<file path="src/rtl/deriv_sequencer_pkg.sv">
// Shared definitions for deriv_sequencer: FSM state type, parameter defaults
// and the address-width helper.
package deriv_sequencer_pkg;

  localparam int DEF_NWBITS  = 16;
  localparam int DEF_NHIDDEN = 64;
  localparam int DEF_NOUT    = 10;

  typedef enum logic [2:0] {
    IDLE,
    RD_POS,
    RD_NEG,
    CAP,
    FIRE,
    DONE
  } state_t;

  // Width needed to address 'depth' entries; never narrower than one bit.
  function automatic int addr_width(input int depth);
    return (depth > 1) ? $clog2(depth) : 1;
  endfunction

endpackage

</file>
<file path="src/rtl/deriv_sequencer.sv">
// Backprop derivative sequencer: fetches the positive/negative class weights for
// each hidden neuron and fires that neuron's derivative unit. Optional macro
// DERIV_SAME_IDX_SKIP_EN fast-paths passes whose two class indices are equal.
module deriv_sequencer
  import deriv_sequencer_pkg::*;
#(
  parameter int NWBITS  = DEF_NWBITS,
  parameter int NHIDDEN = DEF_NHIDDEN,
  parameter int NOUT    = DEF_NOUT
) (
  input  logic                                     clk,
  input  logic                                     reset,
  input  logic                                     start,
  input  logic [3:0]                               pos_idx,
  input  logic [3:0]                               neg_idx,
  output logic                                     w_rd_en,
  output logic [addr_width(NOUT*NHIDDEN)-1:0]      w_addr,
  input  logic signed [NWBITS-1:0]                 w_rdata,
  output logic signed [NWBITS-1:0]                 weight_pos,
  output logic signed [NWBITS-1:0]                 weight_neg,
  output logic [NHIDDEN-1:0]                       enable_neuron,
  output logic                                     busy,
  output logic                                     done,
  output logic                                     err
);

  localparam int AW = addr_width(NOUT * NHIDDEN);
  localparam int HW = addr_width(NHIDDEN);

  state_t          state;
  logic [HW-1:0]   h;
  logic [HW-1:0]   h_nxt;
  logic [3:0]      pos_q;
  logic [3:0]      neg_q;
  logic            skip_q;
  logic            idx_bad;
  logic            same_skip;
  logic            h_last;

  assign idx_bad = (int'(pos_idx) >= NOUT) || (int'(neg_idx) >= NOUT);
  assign h_last  = (int'(h) == NHIDDEN - 1);
  assign h_nxt   = h + HW'(1);

`ifdef DERIV_SAME_IDX_SKIP_EN
  assign same_skip = (pos_idx == neg_idx);
`else
  assign same_skip = 1'b0;
`endif

  function automatic logic [AW-1:0] addr_of(input logic [3:0] cls, input logic [HW-1:0] hh);
    return AW'(int'(cls) * NHIDDEN + int'(hh));
  endfunction

  // Outputs are registered alongside the state: each transition loads the
  // output values belonging to the state being entered.
  always_ff @(posedge clk or posedge reset) begin
    if (reset) begin
      state         <= IDLE;
      h             <= '0;
      pos_q         <= '0;
      neg_q         <= '0;
      skip_q        <= 1'b0;
      busy          <= 1'b0;
      done          <= 1'b0;
      err           <= 1'b0;
      w_rd_en       <= 1'b0;
      w_addr        <= '0;
      enable_neuron <= '0;
      weight_pos    <= '0;
      weight_neg    <= '0;
    end else begin
      // NOTE: pulse outputs get a default here so every state only sets what it
      // asserts; with non-blocking assignment the later case-branch write wins.
      done          <= 1'b0;
      w_rd_en       <= 1'b0;
      w_addr        <= '0;
      enable_neuron <= '0;

      case (state)
        IDLE: begin
          if (start) begin
            pos_q  <= pos_idx;
            neg_q  <= neg_idx;
            skip_q <= same_skip;
            h      <= '0;
            err    <= 1'b0;
            busy   <= 1'b1;
            if (idx_bad) begin
              err   <= 1'b1;
              done  <= 1'b1;
              state <= DONE;
            end else if (same_skip) begin
              weight_pos    <= '0;
              weight_neg    <= '0;
              enable_neuron <= NHIDDEN'(1);
              state         <= FIRE;
            end else begin
              w_rd_en <= 1'b1;
              w_addr  <= addr_of(pos_idx, '0);
              state   <= RD_POS;
            end
          end
        end

        RD_POS: begin
          w_rd_en <= 1'b1;
          w_addr  <= addr_of(neg_q, h);
          state   <= RD_NEG;
        end

        // Read data arrives one cycle after its strobe.
        RD_NEG: begin
          weight_pos <= w_rdata;
          state      <= CAP;
        end

        CAP: begin
          weight_neg    <= w_rdata;
          enable_neuron <= NHIDDEN'(1) << h;
          state         <= FIRE;
        end

        FIRE: begin
          if (h_last) begin
            done  <= 1'b1;
            state <= DONE;
          end else begin
            h <= h_nxt;
            if (skip_q) begin
              enable_neuron <= NHIDDEN'(1) << h_nxt;
              state         <= FIRE;
            end else begin
              w_rd_en <= 1'b1;
              w_addr  <= addr_of(pos_q, h_nxt);
              state   <= RD_POS;
            end
          end
        end

        DONE: begin
          busy  <= 1'b0;
          state <= IDLE;
        end

        default: begin
          busy  <= 1'b0;
          state <= IDLE;
        end
      endcase
    end
  end

endmodule
</file>
<file path="config.mk">
export PLATFORM = sky130hd
export DESIGN_NAME = deriv_sequencer
export DESIGN_NICKNAME = d
export VERILOG_FILES = /design/src/rtl/deriv_sequencer_pkg.sv /design/src/rtl/deriv_sequencer.sv
export SDC_FILE = /design/constraint.sdc
export NUM_CORES = 1
export LEC_CHECK = 0
export CAP_MARGIN = 40
export CORE_MARGIN = 2
export CORE_UTILIZATION = 30
export DETAILED_ROUTE_END_ITERATION = 10
export GPL_TIMING_DRIVEN = 0
export PLACE_DENSITY = 0.56
export SYNTH_ARGS = -nofsm -noshare
export SYNTH_HDL_FRONTEND = slang
export SYNTH_SLANG_ARGS = --single-unit
</file>
<file path="constraint.sdc">
create_clock -name clk -period 5.1 [get_ports clk]
set_input_delay 0.765 -clock clk [delete_from_list [all_inputs] [get_ports clk]]
set_output_delay 0.765 -clock clk [all_outputs]
set_load 0.01 [all_outputs]
</file>
# Yosys cells after proc, flatten, opt, wreduce, memory -nomap -nowiden
# Cells that the tools add are included.
# W data, S select, Z words.
# word_totals
output_inout_bits,110
reg_bits,127
# classes
order_cmp,2
muxes,22
addsub,3
shifts,1
reduce_logical,7
bitwise_logic,1
eq_ne,7
# ops
op,count
$mux W64,1
$shl A1 B6 Y64 const A,1
$mux W10,3
$pmux W10 S3,1
$add A10 B6 Y10,2
$pmux W3 S5,1
$mux W6,2
$pmux W6 S2,1
$mux W3,3
$ge A4 B4 Y1 const B,2
$mux W1,7
$add A6 B1 Y6 const B,1
$eq A3 B2 Y1 const B,2
$eq A6 B1 Y1 const B,1
$ne A2 B2 Y1 const B,2
$pmux W1 S2,2
$reduce_and A2 Y1,2
$reduce_or A4 Y1,1
$eq A3 B1 Y1 const B,1
$eq A3 B3 Y1 const B,1
$logic_not A3 Y1,1
$pmux W1 S3,1
$reduce_and A3 Y1,1
$reduce_bool A2 Y1,1
2 further kinds,2

# Depth between registers and ports, before layout
# Gate-level depths: netlist (run 1).
# logic_depth
ltp_word,5
ltp_mapped,7

# Worst setup path after synthesis (run 1)
# No wires, ideal clock.
# synth_timing
kind,input to register
start,in start
end,reg neg_q[0]
t_arrival_ns,1.641
required_ns,4.975
path_slack_ns,3.334
path_stages,3
path_buffers,1
setup_time_ns,0.125
path_cell_list,nor4b_2 -> buf_2 -> mux2_2
# synth_between
elab_chain_cells,1
# synth_rtl
item,line_no,text
from (decl),deriv_sequencer.sv:13,"input logic start,"
$reduce_and A2 Y1 (no source line),-,
to (signal assigned),deriv_sequencer.sv:83,neg_q <= neg_idx;
to (decl),deriv_sequencer.sv:34,logic [3:0] neg_q;
# Every way passes these cells.
# A chain may end at the register's enable or synchronous reset.

# Worst setup path in the final report (run 1)
# layout_timing
start,in start
end,reg pos_q[1]
# layout_between
elab_chain_cells,1
# layout_rtl
item,line_no,text
$reduce_and A2 Y1 (no source line),-,
to (signal assigned),deriv_sequencer.sv:82,pos_q <= pos_idx;
to (decl),deriv_sequencer.sv:33,logic [3:0] pos_q;
# Every way passes these cells.

==> results by group, run 1 <==
Logic synthesis
  • Seq/Total Area, Yosys: 0.691
  • Mapped Nets: 416
  • #FFs+latches synth: 127
  • Synthesized netlist cell count: 383
  • Synthesized area: 4600 um^2
  • Synth cell types: 39
  • Ys async rst share: 1.00
  • Ys Warns: 0
  • Post-synth EDFFs: 0
  • Most used DFF post-synth: dfrtp_1
  • Avg Synthesized Cell Area: 12.0 um^2

STA
  • Final critical-path setup slack: 2880 ps
  • Final setup viols: 0
  • Unrepaired setup endpoints after global routing: no
  • Clock Skews: 8.09 ps
  • Total Neg Setup Slack: 0 ps
  • Final period utilization: 0.436
  • Minimum clock period: 2220 ps
  • Hold Violations, Final: 0
  • Slew Limit Headroom: 0.553
  • Fmax achieved: 0.450 GHz
  • Slew @ Worst Pin: 668 ps
  • Pins Over Slew Limit: 0

Layout
  • Fill cells: 1387
  • Most frequent cells in the layout: clkdlybuf4s50_1 (136), dfrtp_1 (127), nand2_1 (73)
  • P&R area growth vs syn: 48.0%
  • Fin nets: 572
  • Diode count: 0
  • Most common cell after layout, fill and taps aside: clkdlybuf4s50_1
  • Layout cells sized above 1: 0.132

Detailed routing
  • Antenna viol nets, final: 0
  • DR vias: 3265
  • Mean routed wirelength per cell: 14.9 um
  • DRT iter0 DRCs: 141
  • Vias per cell: 4.41
  • Drt first pass iters: 5
  • Routed wire length: 11000 um
  • DRC errors left: 0

Place
  • PortBufs: 136
  • GPL Wtd Cong: 0.734
  • DP HPWL: 7830 um
  • Pre-CTS worst setup slack: 2430 ps

Clock tree
  • H-tree depth: 4
  • Post-CTS resize count: 0
  • CTS clk-pin slew, worst paths: 50 ps
  • Clock Tree Root: clkbuf_16
  • Cts hold-fix bufs: 0
  • CTS tree: done
  • Clock Latency Late Sink: 400 ps
  • Postcts setup bufs: 0
  • Num CTS Buffers: 17
  • CTS max path bufs: 2
  • Clock Sinks: 127

Setup path
  • Critical path's slowest cell: clkdlybuf4s50_1
  • Crit path launch type: input port
  • Crit Path Class: input port to flop
  • Cell family with the largest share of critical-path delay: buffers and inverters
  • CP endpoint kind: flop
  • Worst path buffer plus inverter count: 2
  • Largest stage delay, worst path: 540 ps
  • Worst-path maximum fanout: 10
  • Required time of the critical path: 5390 ps
  • Cells along the critical path: clkdlybuf4s50_1, nor4b_2, buf_2, mux2_2
  • CP arrival: 2510 ps

GRT
  • Vias in the first global route: 3348
  • Largest net degree at the start of global routing: 89
  • Total GRT Usage: 0.141
  • Global-route wire length before repair: 17600 um
  • Gr ovfl total: 0
  • Initial antenna violation count: 0

Floorplanning
  • Die height: 128 um
  • IO Pins: 137
  • Die Wd: 128 um
  • Initial core utilization: 0.305
  • Die Area: 16300 um^2
  • Core Box Area: 15100 um^2
  • # rows: 45

Pwr
  • Leak: 3.06 nW
  • VDD IR max: 275 uV
  • Power consumption: 3.59 mW
  • P per Cell Area: 528 nW/um^2

Run
  • Max-cap violations: 0

Outcome
  • Outcome: completed

Min path
  • Min-Delay Path Class: flop to flop
-- report_power, final --
part | internal [mW] | switching (mW)
logic | 0.548 | 0.529
clock network | 0.729 | 0.439
registers | 1.23 | 0.115
total | 2.51 | 1.08
-- routing by layer --
metal,global-route usage,up-vias,share of wire
met1,0.190,1588,0.46
met2,0.216,108,0.46
met3,0.0463,9,0.063
li1,-,1560,-
met4,0.0472,0,0.0095
met5,0,-,0
-- synth_stat cells, types with 2 or more instances --
cell type / count / area share
inv_1: 8 / 0.0065
a21oi_1: 2 / 0.0022
o22ai_1: 3 / 0.0041
nand2b_1: 2 / 0.0027
nand4b_1: 2 / 0.0038
clkbuf_1: 5 / 0.0041
nand3_1: 3 / 0.0033
nor2_1: 72 / 0.059
a31oi_1: 3 / 0.0041
or3_1: 3 / 0.0041
ha_1: 6 / 0.016
nand3b_1: 2 / 0.0033
nand2_1: 73 / 0.060
nor3_1: 3 / 0.0033
o21ai_0: 9 / 0.0098
and2_1: 4 / 0.0054
a22oi_1: 3 / 0.0049
dfrtp_1: 127 / 0.69
mux2_2: 23 / 0.056
a21o_1: 4 / 0.0065
buf_2: 7 / 0.0076
buf_6: 2 / 0.0049
-- layout make-up --
| class | count | area, um^2 | area share |
|---|---|---|---|
| sequential | 127 | 3180 | 0.467 |
| timing repair buffer | 137 | 1390 | 0.204 |
| multi-input combinational | 232 | 1300 | 0.191 |
| clock buffer | 18 | 439 | 0.0645 |
| tap | 188 | 235 | 0.0346 |
| clock inverter | 14 | 140 | 0.0206 |
| buffer | 16 | 87.6 | 0.0129 |
| inverter | 8 | 35.0 | 0.00515 |
-- metrics by stage --
step	instance area [um^2]	hold slack, ps	instances	utilization
CTS	6810	480	740	0.451
detailed placement	6230	466	708	0.413
finish	6810	475	740	0.451
floorplan	4600	435	383	-
global route	6810	505	740	0.451
global placement	6190	460	707	0.410
-- worst paths after layout --
check	from	end	slack, ps	cells after the start
max in group asynchronous	reset	neg_q[2]	3610	3
min in group asynchronous	reset	enable_neuron[42]	750	2
hold / removal	weight_neg[14]	weight_neg[14]	470	2
setup / recovery	start	pos_q[1]	2880	4
hold reg to reg	weight_neg[14]	weight_neg[14]	470	2
setup reg to reg	state[2]	weight_pos[5]	3070	4
-- registers in the layout, indices dropped and copies added, names as in the netlist, 3 cells and up --
register and count:
enable_neuron 64, h 6, neg_q 4, pos_q 4, state 3, w_addr 10, weight_neg 16, weight_pos 16
-- worst register-to-register path: stages (launching register included) --
cell,delay (ps)
dfrtp_1,370
buf_2,180
nor3b_2,600
buf_2,390
mux2_2,380
-- cell families after synthesis --
logic type | share of synthesized area
AO/OA/AOI/OAI | 0.0506
AND/OR/NAND/NOR | 0.158
flip-flops | 0.691
adder cells (fa/ha/maj) | 0.0163
multiplexers | 0.0585
buffers and inverters | 0.0256
(Power assumes the default switching activity.)
==> inputs of run 2 (changes only) <==
==> constraint.sdc (replaced) <==
create_clock -name clk -period 2.3 [get_ports clk]
set_input_delay 0.345 -clock clk [delete_from_list [all_inputs] [get_ports clk]]
set_output_delay 0.345 -clock clk [all_outputs]
set_load 0.01 [all_outputs]
==> results by group, run 2 (synthesis results as in run 1) <==
Detailed routing
  • DR vias: 3299 (was 3265)
  • Routed wire length: 11000 um (about the same)
  • Vias per cell: 4.45 (was 4.41)
  • Drt first pass iters: 4 (was 5)
  • Antenna viol nets, final: 0 (unchanged)
  • Mean routed wirelength per cell: 14.9 um (about the same)
  • DRC errors left: 0 (unchanged)
  • DRT iter0 DRCs: 171 (was 141)

GRT
  • Vias in the first global route: 3455 (was 3348)
  • Global-route wire length before repair: 17900 um (was 17600 um)
  • Gr ovfl total: 0 (unchanged)
  • Initial antenna violation count: 0 (unchanged)
  • Largest net degree at the start of global routing: 39 (was 89)
  • Total GRT Usage: 0.144 (was 0.141)

Layout
  • Fill cells: 1371 (was 1387)
  • Most flop-heavy register: enable_neuron (unchanged)
  • Most common cell after layout, fill and taps aside: clkdlybuf4s50_1 (unchanged)
  • P&R area growth vs syn: 49.7% (was 48.0%)
  • Max reg flops: 64 (unchanged)
  • Biggest regs: enable_neuron x64, weight_neg x16, weight_pos x16 (unchanged)
  • Fin area: 6880 um^2 (was 6810 um^2)
  • Fin nets: 574 (was 572)
  • Diode count: 0 (unchanged)
  • Multi-input gate area: 1300 um^2 (unchanged)
  • Final core area utilization: 0.456 (was 0.451)
  • FF+latch area: 3180 um^2 (unchanged)
  • Most frequent cells in the layout: clkdlybuf4s50_1 (136), dfrtp_1 (127), nand2_1 (73) (unchanged)
  • Layout cells sized above 1: 0.130 (was 0.132)

STA
  • Pins Over Slew Limit: 0 (unchanged)
  • Final period utilization: 0.906
  • Slew Limit Headroom: 0.524 (was 0.553)
  • Clock Skews: 6.79 ps (was 8.09 ps)
  • Minimum clock period: 2080 ps
  • Slew @ Worst Pin: 711 ps (was 668 ps)
  • Final setup viols: 0 (unchanged)
  • Fmax achieved: 0.480 GHz
  • Hold Violations, Final: 0 (unchanged)
  • Unrepaired setup endpoints after global routing: no (unchanged)

Setup path
  • Required time of the critical path: 2600 ps (was 5390 ps)
  • Reg2reg path depth: 4 (unchanged)
  • Crit Path Class: flop to flop (was input port to flop)
  • CP arrival: 2380 ps (was 2510 ps)
  • CP endpoint kind: flop (unchanged)
  • Worst-path maximum fanout: 10 (unchanged)
  • Crit path launch type: flop (was input port)

Pwr
  • VDD IR max: 479 uV (was 275 uV)
  • P per Cell Area: 1190 nW/um^2 (was 528 nW/um^2)
  • Leak: 3.10 nW (was 3.06 nW)

Floorplanning
  • Die height: 128 um (unchanged)
  • Initial core utilization: 0.305 (unchanged)
  • Core Box Area: 15100 um^2 (unchanged)
  • Die Wd: 128 um (unchanged)
  • IO Pins: 137 (unchanged)
  • Die Area: 16300 um^2 (unchanged)
  • # rows: 45 (unchanged)

Clock tree
  • Clock Latency Late Sink: 410 ps (was 400 ps)
  • CTS clk-pin slew, worst paths: 60 ps (was 50 ps)
  • Num CTS Buffers: 17 (unchanged)
  • Postcts setup bufs: 0 (unchanged)
  • CTS max path bufs: 2 (unchanged)
  • H-tree depth: 4 (unchanged)
  • Cts hold-fix bufs: 0 (unchanged)
  • Post-CTS resize count: 0 (unchanged)
  • Clock Tree Root: clkbuf_16 (unchanged)
  • CTS tree: done (unchanged)
  • Clock Sinks: 127 (unchanged)

Place
  • GPL Wtd Cong: 0.731 (was 0.734)
  • PortBufs: 136 (unchanged)
  • DP HPWL: 8000 um (was 7830 um)
  • Dpl cell area: 6260 um^2 (was 6230 um^2)

Run
  • Max-cap violations: 0 (unchanged)

Min path
  • Min-Delay Path Class: input port to async pin (was flop to flop)

Outcome
  • Outcome: completed (unchanged)
==> run 2: cell count changes in the layout (fill, tap and decap cells not counted), sizes merged <==
cell,before,now
buf,12,14
clkinvlp,5,2
clkbuf,23,27
bufinv,2,4
inv,10,7
==> run 2: critical path, stage by stage, from the launching register on <==
cell and delay, ps:
dfrtp_1 370, buf_2 180, nor3b_2 630, buf_2 410
mux2_2 380
==> run 2: final timing paths <==
path / from / endpoint / slack [ps]
max: state[2] / weight_pos[2] / 220
min: reset / enable_neuron[60] / 350
max reg2reg: state[2] / weight_pos[2] / 220
max in group asynchronous: reset / weight_pos[15] / 1150
min reg2reg: weight_neg[13] / weight_neg[13] / 470
min in group clk: weight_neg[13] / weight_neg[13] / 470
==> run 2: routing by layer <==
metal,share of wire,vias to the layer above,routed length [um],track usage
li1,-,1567,-,-
met1,0.46,1597,5030,0.183
met2,0.46,121,5070,0.219
met3,0.064,14,707,0.0497
met4,0.020,0,220,0.0718
met5,0,-,0,0
==> run 2: per-stage QoR <==
stage          hold slack [ps]  setup TNS, ps  setup WS (ps)  power [mW]  std cells
5_1_grt                    387              0            102        8.65        742
3_3_place_gp               458         -89430           -716        5.38        707
6_report                   345              0            216        8.18        742
4_1_cts                    348              0            187        8.30        742
2_1_floorplan              435              0            388        4.29        383
3_5_place_dp               462              0           44.7        5.45        710
==> run 2: power breakdown <==
group / internal, mW / switching, mW / total (mW)
clock network: 1.87 / 0.944 / 2.81
logic: 1.22 / 1.17 / 2.39
registers: 2.73 / 0.248 / 2.98
total: 5.82 / 2.36 / 8.18
==> run 2: final cells by class <==
cell class | count | area share
multi-input cells | 232 | 0.189
clock inverters | 10 | 0.0233
well taps | 188 | 0.0342
repair buffers | 139 | 0.207
clock buffers | 22 | 0.0675
plain buffers | 16 | 0.0127
inverters | 8 | 0.00491
flip-flops and latches | 127 | 0.462
==> inputs of run 3 (changes only) <==
--- a/config.mk
+++ b/config.mk
@@ -14,3 +14,4 @@
 export SYNTH_ARGS = -nofsm -noshare
 export SYNTH_HDL_FRONTEND = slang
 export SYNTH_SLANG_ARGS = --single-unit
+export TNS_END_PERCENT = 10
==> results of run 3 <==
The final DEF is identical to that of run 2; final timing and power are the same.
